`src/rtl/pipe_controller.sv`:
```
// Pipelined MIPS control: ID decode, ID/EX, EX/MEM and MEM/WB control registers, hazard stall/flush.
// Define PIPE_CTRL_FWD_EN to generate EX forwarding selects (load-use is then the only stall source).
module pipe_controller #(
    parameter int REG_AW   = 5,
    parameter int ALUCTR_W = 3
) (
    input  logic                clk,
    input  logic                rst,
    input  logic [31:0]         instr_id,
    input  logic                branch_taken_ex,
    output logic                stall,
    output logic                flush_ifid,
    output logic [1:0]          id_ExtOp,
    output logic                id_j_sel,
    output logic                id_illegal,
    output logic                ex_RegDst,
    output logic                ex_ALUSrc,
    output logic [ALUCTR_W-1:0] ex_ALUctr,
    output logic                ex_nPC_sel,
    output logic                ex_bne,
    output logic [1:0]          fwd_a,
    output logic [1:0]          fwd_b,
    output logic                mem_MemWr,
    output logic                wb_RegWr,
    output logic                wb_MemtoReg,
    output logic [REG_AW-1:0]   wb_waddr
);

    localparam logic [5:0] OP_RTYPE = 6'b000000;
    localparam logic [5:0] OP_ORI   = 6'b001101;
    localparam logic [5:0] OP_ADDIU = 6'b001001;
    localparam logic [5:0] OP_LW    = 6'b100011;
    localparam logic [5:0] OP_SW    = 6'b101011;
    localparam logic [5:0] OP_BEQ   = 6'b000100;
    localparam logic [5:0] OP_BNE   = 6'b000101;
    localparam logic [5:0] OP_LUI   = 6'b001111;
    localparam logic [5:0] OP_J     = 6'b000010;

    localparam logic [5:0] FN_ADDU  = 6'b100001;
    localparam logic [5:0] FN_SUBU  = 6'b100011;
    localparam logic [5:0] FN_AND   = 6'b100100;
    localparam logic [5:0] FN_OR    = 6'b100101;
    localparam logic [5:0] FN_SLT   = 6'b101010;

    localparam logic [2:0] ALU_ADD  = 3'b000;
    localparam logic [2:0] ALU_SUB  = 3'b001;
    localparam logic [2:0] ALU_OR   = 3'b010;
    localparam logic [2:0] ALU_LUI  = 3'b011;
    localparam logic [2:0] ALU_AND  = 3'b100;
    localparam logic [2:0] ALU_SLT  = 3'b101;

    localparam logic [1:0] EXT_ZERO  = 2'b00;
    localparam logic [1:0] EXT_SIGN  = 2'b01;
    localparam logic [1:0] EXT_UPPER = 2'b10;

    // One stage worth of control; an all-zero value is a bubble.
    typedef struct packed {
        logic                reg_dst;
        logic                alu_src;
        logic [ALUCTR_W-1:0] alu_ctr;
        logic                npc_sel;
        logic                bne;
        logic                mem_wr;
        logic                reg_wr;
        logic                mem_to_reg;
        logic                is_lw;
        logic [REG_AW-1:0]   rs;
        logic [REG_AW-1:0]   rt;
        logic [REG_AW-1:0]   waddr;
        logic                rs_used;
        logic                rt_used;
    } ctrl_t;

    logic [5:0]        op;
    logic [5:0]        funct;
    logic [REG_AW-1:0] f_rs;
    logic [REG_AW-1:0] f_rt;
    logic [REG_AW-1:0] f_rd;

    assign op    = instr_id[31:26];
    assign funct = instr_id[5:0];
    assign f_rs  = REG_AW'(instr_id[25:21]);
    assign f_rt  = REG_AW'(instr_id[20:16]);
    assign f_rd  = REG_AW'(instr_id[15:11]);

    ctrl_t      dec_id;
    logic [1:0] ext_op_c;
    logic       j_sel_c;
    logic       illegal_c;

    always_comb begin
        dec_id    = '0;
        ext_op_c  = EXT_ZERO;
        j_sel_c   = 1'b0;
        illegal_c = 1'b0;
        case (op)
            OP_RTYPE: begin
                if (instr_id != 32'd0) begin
                    dec_id.reg_dst = 1'b1;
                    dec_id.reg_wr  = 1'b1;
                    dec_id.waddr   = f_rd;
                    dec_id.rs      = f_rs;
                    dec_id.rt      = f_rt;
                    dec_id.rs_used = 1'b1;
                    dec_id.rt_used = 1'b1;
                    case (funct)
                        FN_ADDU: dec_id.alu_ctr = ALUCTR_W'(ALU_ADD);
                        FN_SUBU: dec_id.alu_ctr = ALUCTR_W'(ALU_SUB);
                        FN_AND:  dec_id.alu_ctr = ALUCTR_W'(ALU_AND);
                        FN_OR:   dec_id.alu_ctr = ALUCTR_W'(ALU_OR);
                        FN_SLT:  dec_id.alu_ctr = ALUCTR_W'(ALU_SLT);
                        default: begin
                            dec_id    = '0;
                            illegal_c = 1'b1;
                        end
                    endcase
                end
            end
            OP_ORI: begin
                ext_op_c       = EXT_ZERO;
                dec_id.alu_src = 1'b1;
                dec_id.alu_ctr = ALUCTR_W'(ALU_OR);
                dec_id.reg_wr  = 1'b1;
                dec_id.waddr   = f_rt;
                dec_id.rs      = f_rs;
                dec_id.rs_used = 1'b1;
            end
            OP_ADDIU: begin
                ext_op_c       = EXT_SIGN;
                dec_id.alu_src = 1'b1;
                dec_id.alu_ctr = ALUCTR_W'(ALU_ADD);
                dec_id.reg_wr  = 1'b1;
                dec_id.waddr   = f_rt;
                dec_id.rs      = f_rs;
                dec_id.rs_used = 1'b1;
            end
            OP_LW: begin
                ext_op_c          = EXT_SIGN;
                dec_id.alu_src    = 1'b1;
                dec_id.alu_ctr    = ALUCTR_W'(ALU_ADD);
                dec_id.reg_wr     = 1'b1;
                dec_id.mem_to_reg = 1'b1;
                dec_id.is_lw      = 1'b1;
                dec_id.waddr      = f_rt;
                dec_id.rs         = f_rs;
                dec_id.rs_used    = 1'b1;
            end
            OP_SW: begin
                ext_op_c       = EXT_SIGN;
                dec_id.alu_src = 1'b1;
                dec_id.alu_ctr = ALUCTR_W'(ALU_ADD);
                dec_id.mem_wr  = 1'b1;
                dec_id.rs      = f_rs;
                dec_id.rt      = f_rt;
                dec_id.rs_used = 1'b1;
                dec_id.rt_used = 1'b1;
            end
            OP_BEQ, OP_BNE: begin
                ext_op_c       = EXT_SIGN;
                dec_id.alu_ctr = ALUCTR_W'(ALU_SUB);
                dec_id.npc_sel = 1'b1;
                dec_id.bne     = (op == OP_BNE);
                dec_id.rs      = f_rs;
                dec_id.rt      = f_rt;
                dec_id.rs_used = 1'b1;
                dec_id.rt_used = 1'b1;
            end
            OP_LUI: begin
                ext_op_c       = EXT_UPPER;
                dec_id.alu_src = 1'b1;
                dec_id.alu_ctr = ALUCTR_W'(ALU_LUI);
                dec_id.reg_wr  = 1'b1;
                dec_id.waddr   = f_rt;
            end
            OP_J: begin
                ext_op_c       = EXT_SIGN;
                dec_id.alu_ctr = ALUCTR_W'(ALU_ADD);
                j_sel_c        = 1'b1;
            end
            default: begin
                illegal_c = 1'b1;
            end
        endcase
    end

    // A stage blocks a source only if it really writes a nonzero register.
    function automatic logic dest_hit(input ctrl_t s, input logic [REG_AW-1:0] src,
                                      input logic used);
        return used && s.reg_wr && (s.waddr != '0) && (s.waddr == src);
    endfunction

    ctrl_t idex_d, idex_q;
    ctrl_t exmem_d, exmem_q;
    ctrl_t memwb_d, memwb_q;

    logic ex_hit;
    logic hazard;
    logic br_taken;
    logic stall_c;
    logic flush_c;
    logic [1:0] fwd_a_c;
    logic [1:0] fwd_b_c;

    assign ex_hit = dest_hit(idex_q, dec_id.rs, dec_id.rs_used)
                 || dest_hit(idex_q, dec_id.rt, dec_id.rt_used);

`ifdef PIPE_CTRL_FWD_EN
    assign hazard = idex_q.is_lw && ex_hit;

    always_comb begin
        fwd_a_c = 2'b00;
        fwd_b_c = 2'b00;
        if (dest_hit(exmem_q, idex_q.rs, idex_q.rs_used)) begin
            fwd_a_c = 2'b10;
        end else if (dest_hit(memwb_q, idex_q.rs, idex_q.rs_used)) begin
            fwd_a_c = 2'b01;
        end
        if (dest_hit(exmem_q, idex_q.rt, idex_q.rt_used)) begin
            fwd_b_c = 2'b10;
        end else if (dest_hit(memwb_q, idex_q.rt, idex_q.rt_used)) begin
            fwd_b_c = 2'b01;
        end
    end
`else
    logic mem_hit;

    assign mem_hit = dest_hit(exmem_q, dec_id.rs, dec_id.rs_used)
                  || dest_hit(exmem_q, dec_id.rt, dec_id.rt_used);
    assign hazard  = ex_hit || mem_hit;
    assign fwd_a_c = 2'b00;
    assign fwd_b_c = 2'b00;
`endif

    // A taken branch kills the ID instruction, so its hazard must not stall.
    assign br_taken = idex_q.npc_sel && (branch_taken_ex ^ idex_q.bne);
    assign flush_c  = !rst && (br_taken || j_sel_c);
    assign stall_c  = !rst && hazard && !br_taken;

    always_comb begin
        idex_d  = dec_id;
        if (br_taken || stall_c) begin
            idex_d = '0;
        end
        exmem_d = idex_q;
        memwb_d = exmem_q;
    end

    always_ff @(posedge clk) begin
        if (rst) begin
            idex_q  <= '0;
            exmem_q <= '0;
            memwb_q <= '0;
        end else begin
            idex_q  <= idex_d;
            exmem_q <= exmem_d;
            memwb_q <= memwb_d;
        end
    end

    assign stall       = stall_c;
    assign flush_ifid  = flush_c;
    assign id_ExtOp    = ext_op_c;
    assign id_j_sel    = j_sel_c;
    assign id_illegal  = illegal_c;

    assign ex_RegDst   = idex_q.reg_dst;
    assign ex_ALUSrc   = idex_q.alu_src;
    assign ex_ALUctr   = idex_q.alu_ctr;
    assign ex_nPC_sel  = idex_q.npc_sel;
    assign ex_bne      = idex_q.bne;
    assign fwd_a       = fwd_a_c;
    assign fwd_b       = fwd_b_c;

    assign mem_MemWr   = exmem_q.mem_wr;

    assign wb_RegWr    = memwb_q.reg_wr;
    assign wb_MemtoReg = memwb_q.mem_to_reg;
    assign wb_waddr    = memwb_q.waddr;

    // Last-stage fields and the shamt field have no consumer here.
    logic unused_bits;
    assign unused_bits = ^{memwb_q, instr_id[10:6]};

endmodule

```
`config.mk`:
```
export PLATFORM = sky130hd
export DESIGN_NAME = pipe_controller
export DESIGN_NICKNAME = d
export VERILOG_FILES = /design/src/rtl/pipe_controller.sv
export SDC_FILE = /design/constraint.sdc
export NUM_CORES = 1
export LEC_CHECK = 0
export CELL_PAD_IN_SITES_DETAIL_PLACEMENT = 1
export CELL_PAD_IN_SITES_GLOBAL_PLACEMENT = 1
export CORE_AREA = 2 2 67 85
export DETAILED_ROUTE_END_ITERATION = 6
export DIE_AREA = 0 0 69 87
export GPL_TIMING_DRIVEN = 0
export PLACE_DENSITY = 0.92
export SLEW_MARGIN = 10
export SYNTH_ARGS = -nofsm -noshare
export SYNTH_HDL_FRONTEND = slang
export SYNTH_SLANG_ARGS = --single-unit
export TNS_END_PERCENT = 100
```
`constraint.sdc`:
```
create_clock -name clk -period 4.2 [get_ports clk]
set_input_delay 0.63 -clock clk [delete_from_list [all_inputs] [get_ports clk]]
set_output_delay 0.63 -clock clk [all_outputs]
set_load 0.02 [all_outputs]
```
==> impl_metrics.tcl <==
set metrics [dict create \
    route.detailed.wl_per_inst_um 16.1 \
    setup_viol_count_final 0 \
    synth_cell_type_count 55 \
    worst-endpoint-arrival_ns 3.42 \
    nNetsFinal 307 \
    power_switching_uw 160 \
    cts_made_buffers 5 \
    gp_congestion 0.883 \
    cts-hold-fix-buffers 0 \
    synthArstFlopShare_pct 0 \
    tritoncts "built" \
    port_buffers 52 \
    holdCritPathClass "reg2reg" \
    fin_crit_sh_pct 96.5 \
    synthCells 210 \
    grt_antenna_before_repair 0 \
    dr_total_vias 1792 \
    drt_iter0_markers 68 \
    clock_path_buffers 2 \
    grt_pass1_wl_um 9100 \
    rows 30 \
    final-seq-area_um2 601 \
    report.final.slew_viol_count 0 \
    worst-path-max-fanout 8 \
    first_global_vias 1868 \
    worst_skew_pair.late_latency_ns 0.28 \
    finalSetupTns_ns 0 \
    post_synth_fa_ha_maj_area_fraction_pct 0 \
    design.core.area_mm2 0.00526 \
    synth_simple_gate_area_share_pct 32.1 \
    drt_first_pass_iters 5 \
    power_frac_clock_pct 36.5 \
    die_h_um 87 \
    max_slew.worst_pin.slew_ns 1.02 \
    synth.ff_latch_count 30 \
    run_status "finished, final reports clean" \
    drv.max_cap_violation_count 0 \
    timing.final.ws_setup_ns 0.149 \
    gr-usage-all-layers_pct 18.8 \
    dp.cells 329 \
    power_frac_seq_pct 45.6 \
    synth_xor_area_share_pct 9.19 \
    fin_crit_ns 4.05 \
    drive_above_1_share_pct 12.1 \
    share_comb_of_total_power_pct 18.0 \
    multi_input_combinational_cell_area_mm2 0.00111 \
    synthMuxAreaShare_pct 0 \
    cts.reportedPaths.clkPinSlew_ns 0.06 \
    crit_path_category "in2out" \
    drt_total_wl_um 5410 \
    count_of_endpoints_failing_hold_in_the_final_timing_report 0 \
    skew_ns 0.00442 \
    final.fill_count 643 \
    post-cts-setup-buffers 0 \
    share_of_the_synthesized_area_in_compound_gates_ao_oa_aoi_oai_pct 18.7 \
    mostFrequentLayoutCell "clkdlybuf4s50_1" \
    p_per_area_mw_per_mm2 251 \
    synth_top_family_by_area "simple AND/OR/NAND/NOR gates" \
    tritoncts_num_sinks 30 \
    initial_utilization_pct 34.5 \
    dp.final_hpwl_um 4360 \
    synth_sequential_area_ratio_pct 33.2 \
    mappedNetlistArea_mm2 0.00181 \
    most-common-layout-cells "clkdlybuf4s50_1 (52), dfxtp_1 (30), nor2_1 (21)" \
    grt_max_degree 11 \
    detail_route.vias_per_cell 5.32 \
    clock_tree.htree_level_count 2 \
    vdd_drop_max_mv 0.111 \
    global_route.overflow_total 0 \
    insertedDiodeCount 0 \
    syn_avg_cell_area_um2 8.62 \
    count_of_yosys_warnings_during_synthesis 0 \
    area_delta_synth_final_pct 39.3 \
    p_int_uw 474 \
    setup.worst_path.start_class "input pin" \
    post_synth_edffs 0 \
    timing.slew.headroom_pct 31.3 \
    detail_route.drc_violations 0 \
    primary_flip_flop_cell_chosen_by_synthesis_mapping "dfxtp_1" \
    critical_path_required_ns 3.57 \
    grt_setup_unrepaired "no" \
    max_freq_mhz 247 \
    end_kind "output port" \
    ctsRootBufferMaster "clkbuf_8" \
    design_power_total_uw 634 \
    die_x_um 69 \
    preCtsSetupSlack_ns 0.133 \
    die-area_mm2 0.00600 \
    number_of_standard_cells_in_the_layout_taps_in_and_fillers_out 337 \
    drt.antenna.violating_nets 0 \
    io-pin-count 60 \
    sw_share_pct 25.2 \
    leakagePower_uw 0.000950 \
]
[final timing paths]
path / depth (start not counted) / from / end / slack [ns]
worst max-delay path: 8 / instr_id[2] / stall / 0.15
worst min-delay path: 1 / exmem_d[20]$_SDFF_PP0_ / mem_MemWr$_SDFF_PP0_ / 0.45
worst max register to register: 6 / ex_bne$_SDFF_PP0_ / exmem_d[4]$_SDFF_PP0_ / 2.15
worst min register to register: 1 / exmem_d[20]$_SDFF_PP0_ / mem_MemWr$_SDFF_PP0_ / 0.45
[worst max-delay path, stage by stage]
cell             delay [ns]
clkdlybuf4s50_1        0.55
or2_1                  0.31
a211oi_4               0.32
o2bb2ai_2              0.21
o211ai_1               0.19
o311ai_2               0.40
and2_1                 0.19
clkdlybuf4s50_1        0.61
[flip-flops by register name (all words and copies together), names as in the netlist, 3 cells and up]
signal     flops
ex_ALUctr      3
exmem_d        8
exmem_q        7
wb_waddr       5
[kinds of logic (layout without fill, tap and decap cells)]
group | count (synthesis) | count (layout)
DFF | 30 | 30
and+or+nand+nor | 100 | 100
other | 1 | 4
AOI/OAI and AO/OA | 40 | 40
xor gates and xnor gates | 19 | 19
buffers and inverters | 20 | 80
[final cells by class]
class | instances | area share [%]
clock buffer | 7 | 3.42
timing repair buffer | 52 | 20.6
clock inverter | 1 | 0.199
inverter | 6 | 0.893
tap | 64 | 3.18
sequential | 30 | 23.8
buffer | 14 | 3.92
multi-input combinational | 163 | 43.9
[Yosys cell counts (all sizes together) (5+ instances only)]
cell   count  area, um2
a21oi      7       35.0
a22oi      5       37.5
buf       10       80.1
dfxtp     30        601
inv        6       22.5
nand2      9       33.8
nand3     12       60.1
nor2      21       78.8
nor2b     17        106
nor3       6       45.0
nor4      11       75.1
o21ai      6       30.0
xnor2      9       78.8
xor2      10       87.6
[stage by stage]
step | hold WS, ns | utilization [%] | area [um2]
2_1_floorplan | 0.414 | - | 1820
3_3_place_gp | 0.416 | 46.1 | 2420
3_5_place_dp | 0.441 | 46.1 | 2420
4_1_cts | 0.456 | 47.8 | 2510
5_1_grt | 0.467 | 48.0 | 2520
6_report | 0.451 | 48.0 | 2520
[power by group through the flow]
stage	clock [uW]	combinational [uW]	sequential [uW]
finish	231	114	289
global route	249	123	289
CTS	236	113	289
detailed placement	0	112	295
global placement	0	109	295
floorplan	0	54.4	295
[layer usage]
layer,vias to the layer above,part of all wire [%],track usage [%]
met4,0,2.3,7.31
met5,-,0,0
met1,864,41,21.1
met2,50,53,35.7
met3,11,3.0,2.66
li1,867,-,-
[what timing repair did]
item / in CTS / in global routing
endpoints found under the hold margin: 0 / 0
endpoints found under the setup margin: 0 / 1
resized for setup: 0 / 1
Note: power is estimated with default switching activity, not from simulation.
